[src/rtl/fir_queue_sequencer.sv]
// fir_queue_sequencer: write pointer, TAPS-long read window and MAC control for one band's circular sample buffer
// Ports: clk, rst_n (sync, active low); valid_rise (new sample this cycle);
//   we/wptr (RAM write); rptr/coeff_addr (RAM read and coefficient ROM addresses, aligned);
//   accum_clr/accum_en (MAC control); sequencing (pass reading buffer); smpl_valid (result ready);
//   full (FILL samples written); overrun (sticky: sample arrived during a pass)
module fir_queue_sequencer #(
  parameter int DEPTH = 1536,
  parameter int TAPS  = 1021,
  parameter int FILL  = 1531,
  parameter int AW    = 11,
  parameter int CW    = 10
) (
  input  logic          clk,
  input  logic          rst_n,
  input  logic          valid_rise,
  output logic          we,
  output logic [AW-1:0] wptr,
  output logic [AW-1:0] rptr,
  output logic [CW-1:0] coeff_addr,
  output logic          accum_clr,
  output logic          accum_en,
  output logic          sequencing,
  output logic          smpl_valid,
  output logic          full,
  output logic          overrun
);
  localparam int NW = $clog2(FILL + 1);
  localparam logic [AW-1:0] LAST   = AW'(DEPTH - 1);
  localparam logic [AW-1:0] BACK   = AW'(TAPS - 1);
  localparam logic [AW-1:0] FWD    = AW'(DEPTH - TAPS + 1);
  localparam logic [CW-1:0] CLAST  = CW'(TAPS - 1);
  localparam logic [NW-1:0] FILL_N = NW'(FILL);
  typedef enum logic [1:0] {IDLE, SEQ, DONE} state_t;
  state_t state, state_nx;
  logic [NW-1:0] count;
  logic [AW-1:0] start;
  logic trig;
  assign we         = valid_rise;
  assign full       = count == FILL_N;
  assign sequencing = state == SEQ;
  assign trig       = valid_rise && full && state == IDLE;
  // window of TAPS samples ending at the one being written now; add instead of subtract when it would go negative
  assign start      = wptr >= BACK ? wptr - BACK : wptr + FWD;
  always_comb begin
    state_nx = IDLE;
    state_nx = state == IDLE ? (trig ? SEQ : IDLE) :
               state == SEQ  ? (coeff_addr == CLAST ? DONE : SEQ) : IDLE;
  end
  always_ff @(posedge clk) begin
    if (!rst_n) state <= IDLE;
    else        state <= state_nx;
  end
  always_ff @(posedge clk) begin
    if (!rst_n) begin
      wptr       <= '0;
      rptr       <= '0;
      coeff_addr <= '0;
      count      <= '0;
      accum_clr  <= 1'b0;
      accum_en   <= 1'b0;
      smpl_valid <= 1'b0;
      overrun    <= 1'b0;
    end else begin
      if (valid_rise) wptr <= wptr == LAST ? '0 : wptr + 1'b1;
      if (valid_rise && !full) count <= count + 1'b1;
      if (valid_rise && state != IDLE) overrun <= 1'b1;
      accum_clr  <= trig;
      // RAM read data lags rptr by one cycle, so the MAC enable lags the read window
      accum_en   <= sequencing;
      smpl_valid <= state == DONE;
      if (trig) begin
        rptr       <= start;
        coeff_addr <= '0;
      end else if (sequencing && coeff_addr != CLAST) begin
        rptr       <= rptr == LAST ? '0 : rptr + 1'b1;
        coeff_addr <= coeff_addr + 1'b1;
      end
    end
  end
endmodule

[config.mk]
export PLATFORM = sky130hd
export DESIGN_NAME = fir_queue_sequencer
export DESIGN_NICKNAME = d
export VERILOG_FILES = /design/src/rtl/fir_queue_sequencer.sv
export SDC_FILE = /design/constraint.sdc
export NUM_CORES = 1
export LEC_CHECK = 0
export CAP_MARGIN = 10
export CORE_UTILIZATION = 38
export DETAILED_ROUTE_END_ITERATION = 10
export GPL_ROUTABILITY_DRIVEN = 0
export SYNTH_ARGS = -nofsm -noshare
export SYNTH_HDL_FRONTEND = slang
export SYNTH_SLANG_ARGS = --single-unit
[constraint.sdc]
create_clock -name clk -period 1.8 [get_ports clk]
set_clock_uncertainty 0.2 [all_clocks]
set_input_delay 0.18 -clock clk [delete_from_list [all_inputs] [get_ports clk]]
set_output_delay 0.18 -clock clk [all_outputs]
set_load 0.05 [all_outputs]
==> flow_summary.yaml <==
critical_path:
  max_stage_delay_ns: 0.38
  cp.required_ns: 1.83
  rrSetupSlack_ns: -0.02
  cp-end-kind: "flip-flop"
  critPathBufInv: 1
  critical-path-slowest-cell: "o31a_1"
  r2r_cells: 7
  arrival_ns: 1.84
  reg2reg_from: "coeff_addr[0]$_SDFFE_PP0P_"
  start_kind: "flip-flop"
  path_class: "reg2reg"
  rr_endpoint: "rptr[5]$_SDFFE_PN0P_"
  crit_family: "compound AO/OA/AOI/OAI gates"
  path_max_fanout: 7
  path_cells: "inv_4 -> ha_4 -> nand4_1 -> o31a_1 -> o21a_1 -> mux2_4 -> o22ai_4"
clock_tree:
  cts_buffer_depth: 2
  insertion_delay_ns: 0.30
  cts_tree: "done"
  clkTransAtPathRegs_ns: 0.09
  holdBufCountCts: 0
  clock-sinks: 49
  clockRootBuffer: "clkbuf_8"
  numCtsBuffers: 5
  htreeDepth: 2
global_routing:
  grt_pass1_wl_um: 10100
  grt_overflow: 0
  track_usage_pct: 20.2
  grt_max_degree: 15
  antenna_found_initial: 0
  grt_pass1_vias: 2099
detailed_routing:
  ant_nets: 0
  route.met3.wl_um: 243
  vias: 2303
  route.met2.wl_um: 2890
  detail_route.wl_per_cell_um: 14.1
  initialDrtViolationCount: 95
  firstDrtPassIters: 4
  drc: 0
  via_per_inst: 5.13
  dr.max_layer_used: "met4"
  met1_length_um: 3080
  wirelength_um: 6320
floorplan:
  rows: 28
  floorplan.initialDensity_pct: 40.3
  fp.coreArea_um2: 6060
  die_h_um: 82.2
  io_pins: 42
  die_x_um: 82.2
  dieArea_um2: 6750
finish:
  finalNonFillerCells: 449
  regArea_um2: 1030
  n_antenna_cell: 0
  fillCellCount: 562
  final_nets: 383
  layout-drive-gt1-share_pct: 42.0
  fin_util_pct: 58.4
  multi_input_area_um2: 1520
  syn2layout_area_growth_pct: 45.1
yosys:
  yosysWarnings: 0
  ys.flop_type: "dfxtp_1"
  ys_types: 49
  ys_seq_elements: 49
  synthCells: 282
  synth-async-reset-ratio_pct: 0
  synth_edf_count: 0
  syn_nets: 292
  syn-cell-area_um2: 2440
  postSynthAreaPerCell_um2: 8.66
  synth-seq-area-share_pct: 40.2
hold_path:
  hp-start: "overrun$_SDFFE_PN0P_"
  hold_class: "reg2reg"
  hold_end: "overrun$_SDFFE_PN0P_"
  hold_depth: 2
pwr:
  p_total_mw: 1.92
  power-per-cell-area_nw_per_um2: 543
  p_leak_nw: 1.40
  irDropWorstVdd_uv: 307
timing:
  drv_slew: 0
  setup_viol: 5
  fin_ws_ns: -0.0184
  finalHoldViolations: 0
  worstMarginPinSlew_ns: 0.353
  fin_crit_sh_pct: 101
  relSlewSlack_pct: 76.4
  period_minus_slack_ns: 1.82
  max_freq_ghz: 0.550
  holdWs_ns: 0.261
  rsz0062_at_grt: "true"
placement:
  place_ws_ns: -0.131
  dp_hpwl_um: 4550
  io_buffers: 41
  dp.cells: 434
job:
  cap_violations: 0
run_status:
  outcome: "finished, violations left"
  failed_checks: "negative setup slack"
worst reg2reg max path, stage by stage, from the launching register on:
cell,delay [ns]
dfxtp_4,0.36
inv_4,0.06
ha_4,0.12
nand4_1,0.10
o31a_1,0.38
o21a_1,0.15
mux2_4,0.27
o22ai_4,0.11
cells in the mapped netlist (2+ instances only):
master     n  area (um^2)
nand3_1   22          110
nand2_1   18         67.6
dfxtp_1   49          981
or3_1      2         12.5
o21ai_0   11         55.1
nand4_1   11         68.8
buf_4      2         15.0
o21a_1     4         30.0
xor2_1    18          158
a21oi_1   16         80.1
o31a_1     2         17.5
nor3b_1    5         37.5
xnor2_1   15          131
o31ai_1    2         15.0
o32ai_1    2         17.5
a31oi_1    2         12.5
nor2_1    37          139
and2_1     3         18.8
inv_1     13         48.8
mux2i_1    2         20.0
nor3_1     5         25.0
clkbuf_1   4         15.0
ha_1       7         87.6
and3_1     5         31.3
repair_timing:
action | in CTS | in global routing
buffers inserted | 1 | 4
pin swaps | 8 | 14
cloned | 1 | 1
endpoints found under the hold margin | 0 | 0
resized for setup | 13 | 24
endpoints found under the setup margin | 19 | 31
state kept, by name (all words and copies together), names as in the netlist:
register and cells:
overrun 1, accum_en 1, coeff_addr 10, state 2
accum_clr 1, rptr 11, count 11, wptr 11
smpl_valid 1
stage by stage:
stage,instance area (um^2),TNS (ns)
after floorplan,2520,-0.690
after global placement,3250,-1.22
after detailed placement,3250,-1.34
after CTS,3390,-0.227
after global routing,3540,-1.77
final,3540,-0.0473
routing by layer:
layer | track usage [%] | up-vias
met5 | 0 | -
met4 | 7.37 | 0
met3 | 4.84 | 6
met2 | 30.7 | 56
met1 | 27.6 | 1071
li1 | - | 1170
cell usage in the layout (no fill, tap or decap), types with 2 or more instances in the layout:
cell | Yosys | routed
a21oi_1 | 16 | 14
a21oi_2 | 0 | 2
a31oi_1 | 2 | 2
and2_1 | 3 | 3
and3_1 | 5 | 5
buf_12 | 0 | 3
buf_4 | 2 | 82
buf_6 | 1 | 5
clkbuf_1 | 4 | 2
clkbuf_8 | 0 | 6
clkdlybuf4s50_1 | 0 | 2
dfxtp_1 | 49 | 21
dfxtp_2 | 0 | 22
dfxtp_4 | 0 | 6
ha_1 | 7 | 4
ha_4 | 0 | 3
inv_1 | 13 | 10
inv_4 | 0 | 3
mux2i_1 | 2 | 2
nand2_1 | 18 | 17
nand3_1 | 22 | 20
nand4_1 | 11 | 11
nor2_1 | 37 | 37
nor3_2 | 0 | 3
nor3b_1 | 5 | 3
nor3b_2 | 0 | 2
o21a_1 | 4 | 4
o21ai_0 | 11 | 8
o21ai_1 | 1 | 4
o31a_1 | 2 | 2
or3_1 | 2 | 2
xnor2_1 | 15 | 15
xor2_1 | 18 | 17
cell families (layout without fill, tap and decap cells):
| logic type | count (synthesis) | in the layout | share of synthesized area (%) |
|---|---|---|---|
| buf+inv | 21 | 113 | 3.89 |
| flops | 49 | 49 | 40.2 |
| simple gates | 120 | 120 | 25.7 |
| fa+ha+maj | 8 | 8 | 4.00 |
| xor+xnor | 33 | 33 | 11.8 |
| mux | 3 | 3 | 1.44 |
| compound gates | 48 | 48 | 12.9 |
worst max-delay path by stage:
stage | end | slack (ns) | start | cells past startpoint
after floorplan | coeff_addr[9]$_SDFFE_PP0P_ | -0.08 | coeff_addr[0]$_SDFFE_PP0P_ | 8
after global placement | rptr[2]$_SDFFE_PN0P_ | -0.13 | valid_rise | 7
after detailed placement | rptr[2]$_SDFFE_PN0P_ | -0.13 | valid_rise | 7
after CTS | rptr[2]$_SDFFE_PN0P_ | -0.03 | coeff_addr[0]$_SDFFE_PP0P_ | 9
after global routing | coeff_addr[4]$_SDFFE_PP0P_ | -0.14 | coeff_addr[0]$_SDFFE_PP0P_ | 8
final | rptr[5]$_SDFFE_PN0P_ | -0.02 | coeff_addr[0]$_SDFFE_PP0P_ | 7
report_power, final:
part | switching, mW | internal [mW] | total (mW)
Sequential | 0.00749 | 1.08 | 1.09
Clock | 0.378 | 0.315 | 0.693
Combinational | 0.0805 | 0.0572 | 0.138
Total | 0.466 | 1.46 | 1.92
final cells by class:
cell class                      count  share of cell area, %
Clock buffer                        8                   2.54
Inverter                           13                   1.59
Multi-Input combinational cell    212                   42.9
Sequential cell                    49                   29.1
Tap cell                           75                   2.65
Timing Repair Buffer               92                   21.2
Note: power is estimated with default switching activity, not from simulation.
